`src/rtl/mul_seq_pkg.sv`:
```
// Shared types and constants for the nibble-sequenced 8x8 multiplier.
// The step index selects which operand nibbles feed the 4x4 core and how far the partial product is shifted.
package mul_seq_pkg;

    localparam int W     = 8;
    localparam int CW    = 4;
    localparam int STEPS = 4;

    typedef enum logic [1:0] {IDLE, MUL, DONE} state_t;

    typedef logic [1:0] step_t;

    typedef struct packed {
        logic a_hi;
        logic b_hi;
    } nib_sel_t;

    // step0: lo*lo, step1: hi*lo, step2: lo*hi, step3: hi*hi
    function automatic nib_sel_t nib_sel(input step_t s);
        nib_sel_t r;
        r.a_hi = s[0];
        r.b_hi = s[1];
        return r;
    endfunction

    function automatic logic [3:0] step_shift(input step_t s);
        case (s)
            2'd0:    return 4'd0;
            2'd1:    return 4'd4;
            2'd2:    return 4'd4;
            default: return 4'd8;
        endcase
    endfunction

endpackage

```
`src/rtl/mul8_seq_ctrl_mul4_core.sv`:
```
// Combinational 4x4 unsigned array multiplier: AND-gate partial-product rows
// summed through ripple rows of full adders.
module mul4_core
    import mul_seq_pkg::*;
(
    input  logic [CW-1:0]   i_a,
    input  logic [CW-1:0]   i_b,
    output logic [2*CW-1:0] o_p
);

    always_comb begin
        logic [2*CW-1:0] sum;
        logic [2*CW-1:0] row;
        logic            c;
        logic            s;
        sum = '0;
        for (int i = 0; i < CW; i++) begin
            row = {{CW{1'b0}}, (i_a & {CW{i_b[i]}})} << i;
            c   = 1'b0;
            for (int k = 0; k < 2*CW; k++) begin
                s      = sum[k] ^ row[k] ^ c;
                c      = (sum[k] & row[k]) | (c & (sum[k] ^ row[k]));
                sum[k] = s;
            end
        end
        o_p = sum;
    end

endmodule

```
`src/rtl/mul8_seq_ctrl.sv`:
```
// 8x8 -> 16 unsigned multiplier built by time-sharing one 4x4 core over four steps,
// with valid/ready handshakes on operands and product.
module mul8_seq_ctrl
    import mul_seq_pkg::*;
(
    input  logic           clk,
    input  logic           rst,
    input  logic           in_valid,
    output logic           in_ready,
    input  logic [W-1:0]   a,
    input  logic [W-1:0]   b,
    output logic           out_valid,
    input  logic           out_ready,
    output logic [2*W-1:0] product,
    output logic           busy
);

    state_t         r_state;
    step_t          r_step;
    logic [2*W-1:0] r_acc;
    logic [W-1:0]   r_a;
    logic [W-1:0]   r_b;
    logic [2*W-1:0] r_prod;
    logic           r_out_valid;
    logic           r_in_ready;
    logic           r_busy;

    nib_sel_t       w_sel;
    logic [CW-1:0]  w_nib_a;
    logic [CW-1:0]  w_nib_b;
    logic [2*CW-1:0] w_pp;
    logic [2*W-1:0] w_acc_nxt;

    assign w_sel     = nib_sel(r_step);
    assign w_nib_a   = w_sel.a_hi ? r_a[W-1:CW] : r_a[CW-1:0];
    assign w_nib_b   = w_sel.b_hi ? r_b[W-1:CW] : r_b[CW-1:0];
    // Max sum is 0xFE01, so the 16-bit accumulator never carries out.
    assign w_acc_nxt = r_acc + ({{(2*W-2*CW){1'b0}}, w_pp} << step_shift(r_step));

    mul4_core u_core (
        .i_a (w_nib_a),
        .i_b (w_nib_b),
        .o_p (w_pp)
    );

    always_ff @(posedge clk or posedge rst) begin
        if (rst) begin
            r_state     <= IDLE;
            r_step      <= '0;
            r_acc       <= '0;
            r_a         <= '0;
            r_b         <= '0;
            r_prod      <= '0;
            r_out_valid <= 1'b0;
            r_in_ready  <= 1'b1;
            r_busy      <= 1'b0;
        end else begin
            case (r_state)
                IDLE: begin
                    if (in_valid) begin
                        r_a        <= a;
                        r_b        <= b;
                        r_acc      <= '0;
                        r_step     <= '0;
                        r_state    <= MUL;
                        r_in_ready <= 1'b0;
                        r_busy     <= 1'b1;
                    end
                end
                MUL: begin
                    r_acc  <= w_acc_nxt;
                    r_step <= r_step + 2'd1;
                    if (r_step == step_t'(STEPS - 1)) begin
                        r_prod      <= w_acc_nxt;
                        r_out_valid <= 1'b1;
                        r_state     <= DONE;
                    end
                end
                DONE: begin
                    if (out_ready) begin
                        r_out_valid <= 1'b0;
                        r_in_ready  <= 1'b1;
                        r_busy      <= 1'b0;
                        r_state     <= IDLE;
                    end
                end
                default: begin
                    r_state     <= IDLE;
                    r_out_valid <= 1'b0;
                    r_in_ready  <= 1'b1;
                    r_busy      <= 1'b0;
                end
            endcase
        end
    end

    assign in_ready  = r_in_ready;
    assign out_valid = r_out_valid;
    assign product   = r_prod;
    assign busy      = r_busy;

endmodule
```
`config.mk`:
```
export PLATFORM = sky130hd
export DESIGN_NAME = mul8_seq_ctrl
export DESIGN_NICKNAME = d
export VERILOG_FILES = /design/src/rtl/mul_seq_pkg.sv /design/src/rtl/mul8_seq_ctrl_mul4_core.sv /design/src/rtl/mul8_seq_ctrl.sv
export SDC_FILE = /design/constraint.sdc
export NUM_CORES = 1
export LEC_CHECK = 0
export CAP_MARGIN = 0
export CORE_ASPECT_RATIO = 1.75
export CORE_MARGIN = 2
export CORE_UTILIZATION = 56
export CTS_CLUSTER_SIZE = 40
export DETAILED_ROUTE_END_ITERATION = 10
export PLACE_DENSITY_LB_ADDON = 0.12
export RECOVER_POWER = 50
export SETUP_SLACK_MARGIN = 0.05
export SLEW_MARGIN = 5
export SYNTH_ARGS = -nofsm -noshare
export SYNTH_HDL_FRONTEND = slang
export SYNTH_HIERARCHICAL = 1
export SYNTH_SLANG_ARGS = --single-unit
```
`constraint.sdc`:
```
create_clock -name clk -period 7.5 [get_ports clk]
set_input_delay 1.125 -clock clk [delete_from_list [all_inputs] [get_ports clk]]
set_output_delay 1.125 -clock clk [all_outputs]
set_load 0.1 [all_outputs]
```
==> impl_metrics.csv <==
group,metric,value,unit
synthesis,synth_top_area_cell,"dfrtp_1",
drt,drc,0,
sta,min_period_over_period,0.827,
drt,wire_per_inst,15.4,um
floorplanning,die_y,106,um
floorplanning,ioPinCount,39,
synthesis,synthTopCellsByCount,"dfrtp_1 (54), nand2_1 (52), mux2_2 (26)",
sta,relSlewSlack,-0.898,
worst_hold_path,min_from,"in_ready",
drt,drt_iter0_drc,92,
drt,vias,2479,
outcome,violations,"max-capacitance violations, max-slew violations",
global_route,first_global_vias,2513,
synthesis,yosys.area_share.xor_xnor,0.0398,
worst_setup_path,cp.arrival,6.37,ns
sta,fin_setup_tns,0,ns
floorplanning,initial_utilization,0.571,
floorplanning,core,0.00579,sq mm
sta,finalClockSkew,0.00943,ns
synthesis,synth_top_family_by_area,"compound AO/OA/AOI/OAI gates",
layout,final_cells,442,
synthesis,synthFlopType,"dfrtp_1",
floorplanning,die_w,62.1,um
layout,drive_above_1_share,0.113,
placed_design,post-dp-hpwl,5140,um
drt,vias_per_cell,5.61,
sta,worst_pin_slew,2.85,ns
synthesis,synth_top_area_frac,0.409,
worst_hold_path,worstHoldPathCells,2,
drt,dr.pass1.iters,4,
worst_setup_path,cp-end-kind,"flop",
global_route,grt_max_degree,56,
clocking,cts.hold.buffers_added,0,
synthesis,synth.yosys.warnings,6,
worst_hold_path,hold_class,"reg2reg",
clocking,cts_sinks,55,
layout,syn2layout_area_growth,15.9,%
clocking,clkLatencyLatePin,0.32,ns
clocking,cts_made_buffers,5,
placed_design,port_buffers,38,
placed_design,placed_cells,434,
worst_setup_path,criticalPathCategory,"reg2reg",
global_route,track_usage,0.237,
synthesis,synthArstFlopShare,1.00,
clocking,clkSlewWorstSetupHoldPaths,0.10,ns
global_route,grt_pass1_wl,11500,um
synthesis,seq_area_frac_synth,0.417,
global_route,grt-ovfl-total,0,
worst_setup_path,cpMostUsedCell,"fa_1",
drt,final_antenna_net_count,0,
drt,routed_wl,6790,um
synthesis,synthTopCellsByArea,"dfrtp_1 (41%), mux2_2 (8.9%), ha_1 (7.6%)",
synthesis,synth_compound_area_frac,0.156,
synthesis,synthMostInstantiatedCell,"dfrtp_1",
worst_setup_path,timing.rr.end,"r_acc[15]",
floorplanning,fp-row-count,37,
floorplanning,dieArea,0.00655,sq mm
worst_hold_path,hold_path_end,"in_ready",
worst_setup_path,cpPeakStageDelay,0.49,ns
worst_setup_path,cp_slowest_cell,"fa_1",
global_route,antenna_found_initial,0,
synthesis,synth_fa_ha_area_frac,0.130,
worst_setup_path,reg2reg_from,"r_step[1]",
outcome,status,"complete, but fails checks",
clocking,clock_path_buffers,2,
worst_setup_path,reg2reg_depth,22,
synthesis,syn-num-nets,377,
synthesis,synth_seq_cells,55,
worst_setup_path,crit_buf_inv,4,
worst_setup_path,crit_chain,"mux2_2 > and2_1 > ha_1 > inv_1 > fa_1 > fa_1 > inv_1 > fa_1 > fa_1 > fa_1 > inv_1 > fa_1 > fa_1 > inv_1 > a22o_1 > ha_1 > a21oi_1 > o211ai_1 > a221oi_1 > o41ai_2 > xor2_1 > o21ai_1",
synthesis,synthesis.area,0.00330,sq mm
layout,fin_nets,412,
worst_setup_path,cp.required,7.67,ns
synthesis,ys_types,41,
sta,fmax,161,MHz
synthesis,synth_edf_count,0,
worst_setup_path,worstPathMaxFanout,6,
clocking,cts-resized-gates,0,
synthesis,synth.area.mux_share,0.101,
clocking,cts-root-buf,"clkbuf_8",
worst_setup_path,cp_top_family,"adder cells",
sta,setup_violations,0,
clocking,cts_tree,"yes",
layout,num_antenna_cells,0,
synthesis,synthSimpleGateAreaFrac,0.126,
sta,final_max_slew_viol_count,90,
placed_design,gp_congestion,0.930,
worst_setup_path,r2r_slack,1.30,ns
job,max_cap_violations,2,
sta,rsz0062_at_grt,"no",
sta,hold_viol,0,
synthesis,syn_area_per_cell,10.1,sq um
clocking,ctsHtreeMaxLevel,2,
sta,period_needed,6.20,ns
clocking,post_cts_buffers,0,
worst_setup_path,startpoint_type,"flop",
synthesis,synthCells,328,
-- per-layer routing --
layer  part of all wire  track usage
met5                  0            0
met4              0.048        0.131
met3              0.034       0.0442
met2               0.54        0.400
met1               0.37        0.264
-- flip-flops by register name, summed over array words and instances (netlist names) --
signal / count
busy: 1
in_ready: 1
out_valid: 1
product: 16
r_a: 8
r_acc: 16
r_b: 8
r_state: 2
r_step: 2
-- kinds of logic (layout without fill, tap and decap cells) --
family,Yosys count,count (layout)
flops,55,55
fa+ha+maj,29,29
xor+xnor,15,15
compound gates,81,81
simple gates,92,92
mux,30,30
buf+inv,26,62
-- tightest hold or removal path, stage by stage, from the launching register on --
cell and delay [ns]:
dfstp_2 0.38, inv_1 0.04, a21oi_1 0.05
-- cell type report --
type	instances	area [sq um]
Tap cell	78	97.6
Clock buffer	5	68.8
Fill cell	507	1960
Sequential cell	55	1380
Multi-Input combinational cell	247	1830
Clock inverter	3	18.8
Timing Repair Buffer	40	388
Inverter	14	52.6
-- placed cells by master, fill, tap and decap left out, drive strengths merged, types with 9 or more instances in the layout --
| master | instances |
|---|---|
| dfrtp | 54 |
| mux2 | 26 |
| a21oi | 15 |
| clkdlybuf4s50 | 35 |
| nor2 | 11 |
| and2 | 13 |
| o21ai | 32 |
| nand2 | 52 |
| o22ai | 10 |
| inv | 14 |
| fa | 9 |
| ha | 20 |
-- how the worst max path moves through the flow --
stage	from	to	slack, ns	depth (start not counted)
6_report	r_step[1]	r_acc[15]	1.30	22
5_1_grt	r_step[0]	r_acc[13]	0.91	23
4_1_cts	r_step[1]	r_acc[15]	1.31	22
3_5_place_dp	r_step[1]	r_acc[15]	1.31	22
3_3_place_gp	r_step[1]	r_acc[15]	1.38	22
2_1_floorplan	r_step[0]	product[15]	1.72	22
-- stage by stage --
stage	instance area (sq um)	utilization	hold WS, ns	setup WS (ns)
after floorplan	3300	-	0.456	1.72
after global placement	3750	0.649	0.453	1.38
after detailed placement	3750	0.649	0.457	1.31
after CTS	3840	0.664	0.473	1.31
after global routing	3830	0.662	0.503	0.906
final	3830	0.662	0.470	1.30
Power is not shown: default switching activity piles up to over one toggle a cycle in this logic, so the estimate is an artifact.
